===== config.mk =====
export PLATFORM = sky130hd
export DESIGN_NAME = tag_allocator_icache
export DESIGN_NICKNAME = d
export VERILOG_FILES = /design/src/rtl/icache_pkg.sv /design/src/rtl/victim_sel_icache.sv /design/src/rtl/tag_allocator_icache.sv
export SDC_FILE = /design/constraint.sdc
export NUM_CORES = 1
export LEC_CHECK = 0
export BUFFER_PORTS_ARGS = -buffer_cell sky130_fd_sc_hd__buf_2
export CAP_MARGIN = 20
export CORE_MARGIN = 2
export CORE_UTILIZATION = 50
export CTS_CLUSTER_DIAMETER = 60
export DETAILED_ROUTE_END_ITERATION = 10
export GPL_ROUTABILITY_DRIVEN = 1
export GPL_TIMING_DRIVEN = 0
export PLACE_DENSITY = 0.66
export SYNTH_ARGS = -nofsm -noshare
export SYNTH_HDL_FRONTEND = slang
export SYNTH_SLANG_ARGS = --single-unit

===== constraint.sdc =====
create_clock -name clk -period 3.1 [get_ports clk]
set_clock_uncertainty 0.15 [all_clocks]
set_input_delay 0.31 -clock clk [delete_from_list [all_inputs] [get_ports clk]]
set_output_delay 0.31 -clock clk [all_outputs]
set_load 0.02 [all_outputs]

===== src/rtl/icache_pkg.sv =====
// Shared constants, FSM encoding and helpers for the icache tag allocator.
package icache_pkg;

    localparam int TAG_WIDTH = 7;
    localparam int NUM_WAY   = 2;
    localparam int NUM_SET   = 32;
    localparam int WAY_DEPTH = $clog2(NUM_WAY);
    localparam int SET_DEPTH = $clog2(NUM_SET);

    typedef enum logic {
        FLUSH_IDLE = 1'b0,
        FLUSH_RUN  = 1'b1
    } flush_state_e;

    // Converts a one-hot way vector into its binary way index.
    function automatic logic [WAY_DEPTH-1:0] one2bin(input logic [NUM_WAY-1:0] onehot);
        logic [WAY_DEPTH-1:0] bin;
        bin = '0;
        for (int i = 0; i < NUM_WAY; i++) begin
            if (onehot[i]) bin = bin | WAY_DEPTH'(i);
        end
        return bin;
    endfunction

endpackage


===== src/rtl/victim_sel_icache.sv =====
// Victim way selection: lowest invalid way, else the set's round-robin pointer.
module victim_sel_icache
    import icache_pkg::*;
(
    input  logic [NUM_WAY-1:0]   i_valid,
    input  logic [WAY_DEPTH-1:0] i_ptr,
    output logic [WAY_DEPTH-1:0] o_victim,
    output logic                 o_from_ptr
);

    logic [NUM_WAY-1:0] w_onehot;
    logic               w_found;

    // Isolate the lowest-index invalid way as a one-hot vector.
    always_comb begin
        // NOTE: every comb output gets a default first so no latch is inferred.
        w_onehot = '0;
        w_found  = 1'b0;
        for (int i = 0; i < NUM_WAY; i++) begin
            if (!i_valid[i] && !w_found) begin
                w_onehot[i] = 1'b1;
                w_found     = 1'b1;
            end
        end
    end

    assign o_from_ptr = &i_valid;
    assign o_victim   = o_from_ptr ? i_ptr : one2bin(w_onehot);

endmodule


===== src/rtl/tag_allocator_icache.sv =====
// Icache tag/valid storage with refill allocation and whole-cache flush.
// Optional macro ICACHE_REFILL_BYPASS_EN: same-cycle refill/flush writes are
// forwarded to the read outputs of the same set.
module tag_allocator_icache
    import icache_pkg::*;
(
    input  logic                           clk,
    input  logic                           rst,
    input  logic                           r_req_valid_i,
    input  logic [SET_DEPTH-1:0]           r_req_setid_i,
    output logic [NUM_WAY*TAG_WIDTH-1:0]   tag_of_set_o,
    output logic [NUM_WAY-1:0]             way_valid_o,
    input  logic                           refill_valid_i,
    output logic                           refill_ready_o,
    input  logic [SET_DEPTH-1:0]           refill_setid_i,
    input  logic [TAG_WIDTH-1:0]           refill_tag_i,
    output logic [WAY_DEPTH-1:0]           refill_wayid_o,
    input  logic                           invalidate_i,
    output logic                           flush_busy_o,
    output logic                           flush_done_o
);

    flush_state_e                r_state;
    flush_state_e                w_state_next;
    logic [SET_DEPTH-1:0]        r_cnt;
    logic                        r_flush_done;

    logic [TAG_WIDTH-1:0]        r_tag   [NUM_SET][NUM_WAY];
    logic [NUM_WAY-1:0]          r_valid [NUM_SET];
    logic [WAY_DEPTH-1:0]        r_ptr   [NUM_SET];

    logic [NUM_WAY*TAG_WIDTH-1:0] r_tag_out;
    logic [NUM_WAY-1:0]           r_valid_out;

    logic [WAY_DEPTH-1:0]        w_victim;
    logic                        w_from_ptr;
    logic                        w_fire;
    logic                        w_flush_last;
    logic [WAY_DEPTH-1:0]        w_ptr_next;

    victim_sel_icache u_victim_sel (
        .i_valid    (r_valid[refill_setid_i]),
        .i_ptr      (r_ptr[refill_setid_i]),
        .o_victim   (w_victim),
        .o_from_ptr (w_from_ptr)
    );

    assign refill_ready_o = (r_state == FLUSH_IDLE);
    assign refill_wayid_o = w_victim;
    assign w_fire         = refill_valid_i && refill_ready_o;
    assign w_flush_last   = (r_cnt == SET_DEPTH'(NUM_SET - 1));
    assign w_ptr_next     = (r_ptr[refill_setid_i] == WAY_DEPTH'(NUM_WAY - 1))
                          ? '0 : r_ptr[refill_setid_i] + 1'b1;

    assign flush_busy_o   = (r_state == FLUSH_RUN);
    assign flush_done_o   = r_flush_done;
    assign tag_of_set_o   = r_tag_out;
    assign way_valid_o    = r_valid_out;

    // Flush FSM next-state logic.
    always_comb begin
        w_state_next = r_state;
        case (r_state)
            FLUSH_IDLE: if (invalidate_i) w_state_next = FLUSH_RUN;
            FLUSH_RUN:  if (w_flush_last) w_state_next = FLUSH_IDLE;
            default:    w_state_next = FLUSH_IDLE;
        endcase
    end

    // Flush FSM state, set counter and completion pulse.
    always_ff @(posedge clk) begin
        // NOTE: sequential state uses non-blocking assignments only.
        if (rst) begin
            r_state      <= FLUSH_IDLE;
            r_cnt        <= '0;
            r_flush_done <= 1'b0;
        end else begin
            r_state      <= w_state_next;
            r_flush_done <= (r_state == FLUSH_RUN) && (w_state_next == FLUSH_IDLE);
            if (r_state == FLUSH_IDLE) r_cnt <= '0;
            else                       r_cnt <= r_cnt + 1'b1;
        end
    end

    // Tag/valid/pointer storage: refill writes and per-set flush clears.
    always_ff @(posedge clk) begin
        // NOTE: this storage is register-based and is fully cleared by reset,
        // so it cannot be mapped onto a RAM macro.
        if (rst) begin
            for (int s = 0; s < NUM_SET; s++) begin
                r_valid[s] <= '0;
                r_ptr[s]   <= '0;
                for (int w = 0; w < NUM_WAY; w++) r_tag[s][w] <= '0;
            end
        end else if (r_state == FLUSH_RUN) begin
            r_valid[r_cnt] <= '0;
            r_ptr[r_cnt]   <= '0;
        end else if (w_fire) begin
            r_tag[refill_setid_i][w_victim]   <= refill_tag_i;
            r_valid[refill_setid_i][w_victim] <= 1'b1;
            if (w_from_ptr) r_ptr[refill_setid_i] <= w_ptr_next;
        end
    end

    // Registered set read, holding its value while no read is requested.
    always_ff @(posedge clk) begin
        if (rst) begin
            r_tag_out   <= '0;
            r_valid_out <= '0;
        end else if (r_req_valid_i) begin
            for (int w = 0; w < NUM_WAY; w++) begin
                r_tag_out[TAG_WIDTH*(w+1)-1 -: TAG_WIDTH] <= r_tag[r_req_setid_i][w];
            end
            r_valid_out <= r_valid[r_req_setid_i];
`ifdef ICACHE_REFILL_BYPASS_EN
            if (w_fire && (refill_setid_i == r_req_setid_i)) begin
                r_tag_out[TAG_WIDTH*w_victim +: TAG_WIDTH] <= refill_tag_i;
                r_valid_out[w_victim]                      <= 1'b1;
            end
            if ((r_state == FLUSH_RUN) && (r_cnt == r_req_setid_i)) begin
                r_valid_out <= '0;
            end
`endif
        end
    end

endmodule


==> out/qor.csv <==
metric,value,unit
pwr_density_cell,582,mW/mm2
synth-seq-cells,567,
die_x,235,um
vias,18900,
dieHeight,235,um
crit_family,simple AND/OR/NAND/NOR gates,
grt-ovfl-total,0,
synthCells,1984,
max_stage_delay,0.42,ns
maxSlewHeadroom,0.177,
initialDrtViolationCount,2873,
area_growth,14.3,%
drv_cap,0,
hold_viol,0,
worstMarginPinSlew,1.23,ns
routed_wl,90700,um
rsz0062_at_grt,yes,
end_kind,flip-flop,
clk_pin_slew,0.06,ns
reg2reg_from,r_valid[0][1],
grt_usage,0.330,
critical_path_class,reg -> reg,
core,0.0528,mm2
min_period_over_period,1.02,
grt-busiest-layer,met2,
worstHoldStart,r_req_setid_i[3],
critPathLaunchType,flip-flop,
critPathMaxFanout,10,
tritoncts,yes,
worstHoldPathType,in -> reg,
timing.fmax,317,MHz
path_cells,mux2i_1 > o22ai_1 > nor2_2 > nand3_1 > nand3_4 > buf_4 > nand3_2 > buf_6 > o21bai_4,
met2_usage,0.497,
firstDrtPassIters,5,
crit_buf_inv,2,
ys_seq_area_frac,0.627,
pin_count,42,
use_met3,0.0936,
syn-num-nets,2008,
layout_setup_ws,-0.0587,ns
grt_max_degree,15,
drtAntennaViolNets,0,
ctsHtreeMaxLevel,2,
leakagePower,10.0,nW
register_area,0.0168,mm2
globalplace.congestion,1.01,
yosys_warnings,0,
hpwl,63600,um
yosysTopAreaCellShare,0.610,
synth-edff-count,544,
ys_async_sr_fraction,0,
nFillCells,4193,
netlist_area,0.0268,mm2
drc,0,
synth_area_leaders,"edfxtp_1 (61%), mux4_2 (14%), nor2_1 (7.9%)",
status,"complete, but fails checks",
wl_per_cell,32.1,um
final_layout_size_suffix_gt1_frac,0.228,
whs,0.175,ns
min_period,3.16,ns
grt_util_met1,0.456,
die_area,0.0554,mm2
synth-main-ff-cell,edfxtp_1,
startpoint,r_valid[0][1],
slowest_stage,edfxtp_1,
maxSlewViolCount,0,
root_buffer,clkbuf_16,
synth_largest_area_cell,edfxtp_1,
violations,negative setup slack,
ir_worst_vdd,417,uV
final_nets,2107,
numCtsBuffers,60,
yosys-top-cells-count,"nor2_1 (564), edfxtp_1 (544), mux4_2 (168)",
multiInputGateArea,0.00969,mm2
power,17.8,mW
first_global_vias,18200,
antenna_found_initial,3,
vias_per_cell,6.69,
initial_utilization,0.508,
cts.sinks,567,
io_buffers,28,
synth_most_common_cell,nor2_1,
finalSetupViolCount,77,
post_synth.cell_area_avg,13.5,um2
synth_cell_types,47,
clk_latency,0.63,ns
grt_pass1_wl,130000,um
required,3.24,ns
ctsLongestPathBuffers,3,
num_rows,84,
crit_arrival,3.30,ns
[routing by layer]
metal / vias to the layer above / share of wire
met5: - / 0.00015
met4: 2 / 0.049
met3: 249 / 0.14
met2: 1435 / 0.45
met1: 9547 / 0.37
li1: 7651 / -
[worst reg2reg max path, cell delays in order (launching register included)]
cell      delay (ns)
edfxtp_1        0.42
mux2i_1         0.22
o22ai_1         0.14
nor2_2          0.30
nand3_1         0.26
nand3_4         0.20
buf_4           0.14
nand3_2         0.34
buf_6           0.35
o21bai_4        0.31
[path summary, 6_finish.rpt]
check                     endpoint  slack, ns  cells after the start
hold reg to reg    tag_of_set_o[1]       0.33                      2
setup reg to reg      r_tag[16][0]      -0.06                      9
setup / recovery      r_tag[16][0]      -0.06                      9
hold / removal    tag_of_set_o[12]       0.18                      3
[through the flow]
step | instances | util | area [um2] | worst slack, ns | setup TNS (ns)
finish | 2822 | 0.580 | 30600 | -0.0587 | -2.41
global route | 2821 | 0.580 | 30600 | -0.0704 | -0.697
CTS | 2818 | 0.574 | 30300 | 0.00495 | 0
detailed placement | 2701 | 0.527 | 27800 | -1.16 | -651.30
global placement | 2700 | 0.527 | 27800 | -1.13 | -632.81
floorplan | 1984 | - | 26800 | 0.215 | 0
[timing repair]
item                       4_1_cts  5_1_grt
setup buffers                    3        3
hold buffers                     2        0
cloned                           0        0
pin swaps                        4        4
resized for setup              114       48
hold endpoints to repair         3        0
setup endpoints to repair      511      578
[area by class of cell]
cell class	count	area share
sequential	567	0.549
multi-input combinational	1232	0.317
clock buffer	81	0.0540
buffer	177	0.0327
tap	688	0.0281
clock inverter	31	0.0103
timing repair buffer	38	0.00834
inverter	7	0.00102
antenna	1	0.0000818
[flip-flops by register name, indices dropped and copies added (netlist names)]
| name | cells |
|---|---|
| way_valid_o | 2 |
| r_ptr | 32 |
| r_tag | 448 |
| r_cnt | 5 |
| flush_busy_o | 1 |
| tag_of_set_o | 14 |
| r_valid | 64 |
| flush_done_o | 1 |
[cell families (layout without fill, tap and decap cells)]
family,count (synthesis),in the layout,share of synthesized area
and+or+nand+nor,747,747,0.113
DFF,567,567,0.627
AOI/OAI and AO/OA,263,263,0.0635
muxes,218,218,0.160
buffers and inverters,185,334,0.0353
adders and majority gates,2,2,0.000934
xor gates and xnor gates,2,2,0.000654
other,0,1,0
[where the power goes]
| part | internal [mW] | switching, mW | leakage [nW] |
|---|---|---|---|
| logic | 0.608 | 1.16 | 3.26 |
| registers | 8.64 | 0.0878 | 5.81 |
| clock network | 4.22 | 3.10 | 0.955 |
[placed cells by master, fill, tap and decap left out, types with 6 or more instances in the layout]
cell type and n:
o21bai_4 39, clkbuf_4 8, dfxtp_1 23, and3_1 6, clkinv_1 9, edfxtp_1 544
buf_4 13, nand3_1 19, clkbuf_16 61, o21ai_0 39, nor3_1 27, mux4_2 168
inv_1 6, and2_1 8, nor2_1 558, buf_6 26, o21ai_1 8, clkinv_2 10
buf_1 11, bufinv_16 6, a211oi_1 31, clkbuf_1 84, mux2i_1 50, a21oi_1 64
buf_2 78, o22ai_1 28, o21bai_2 25, nand2_1 91
Power figures use the tool's default switching activity.
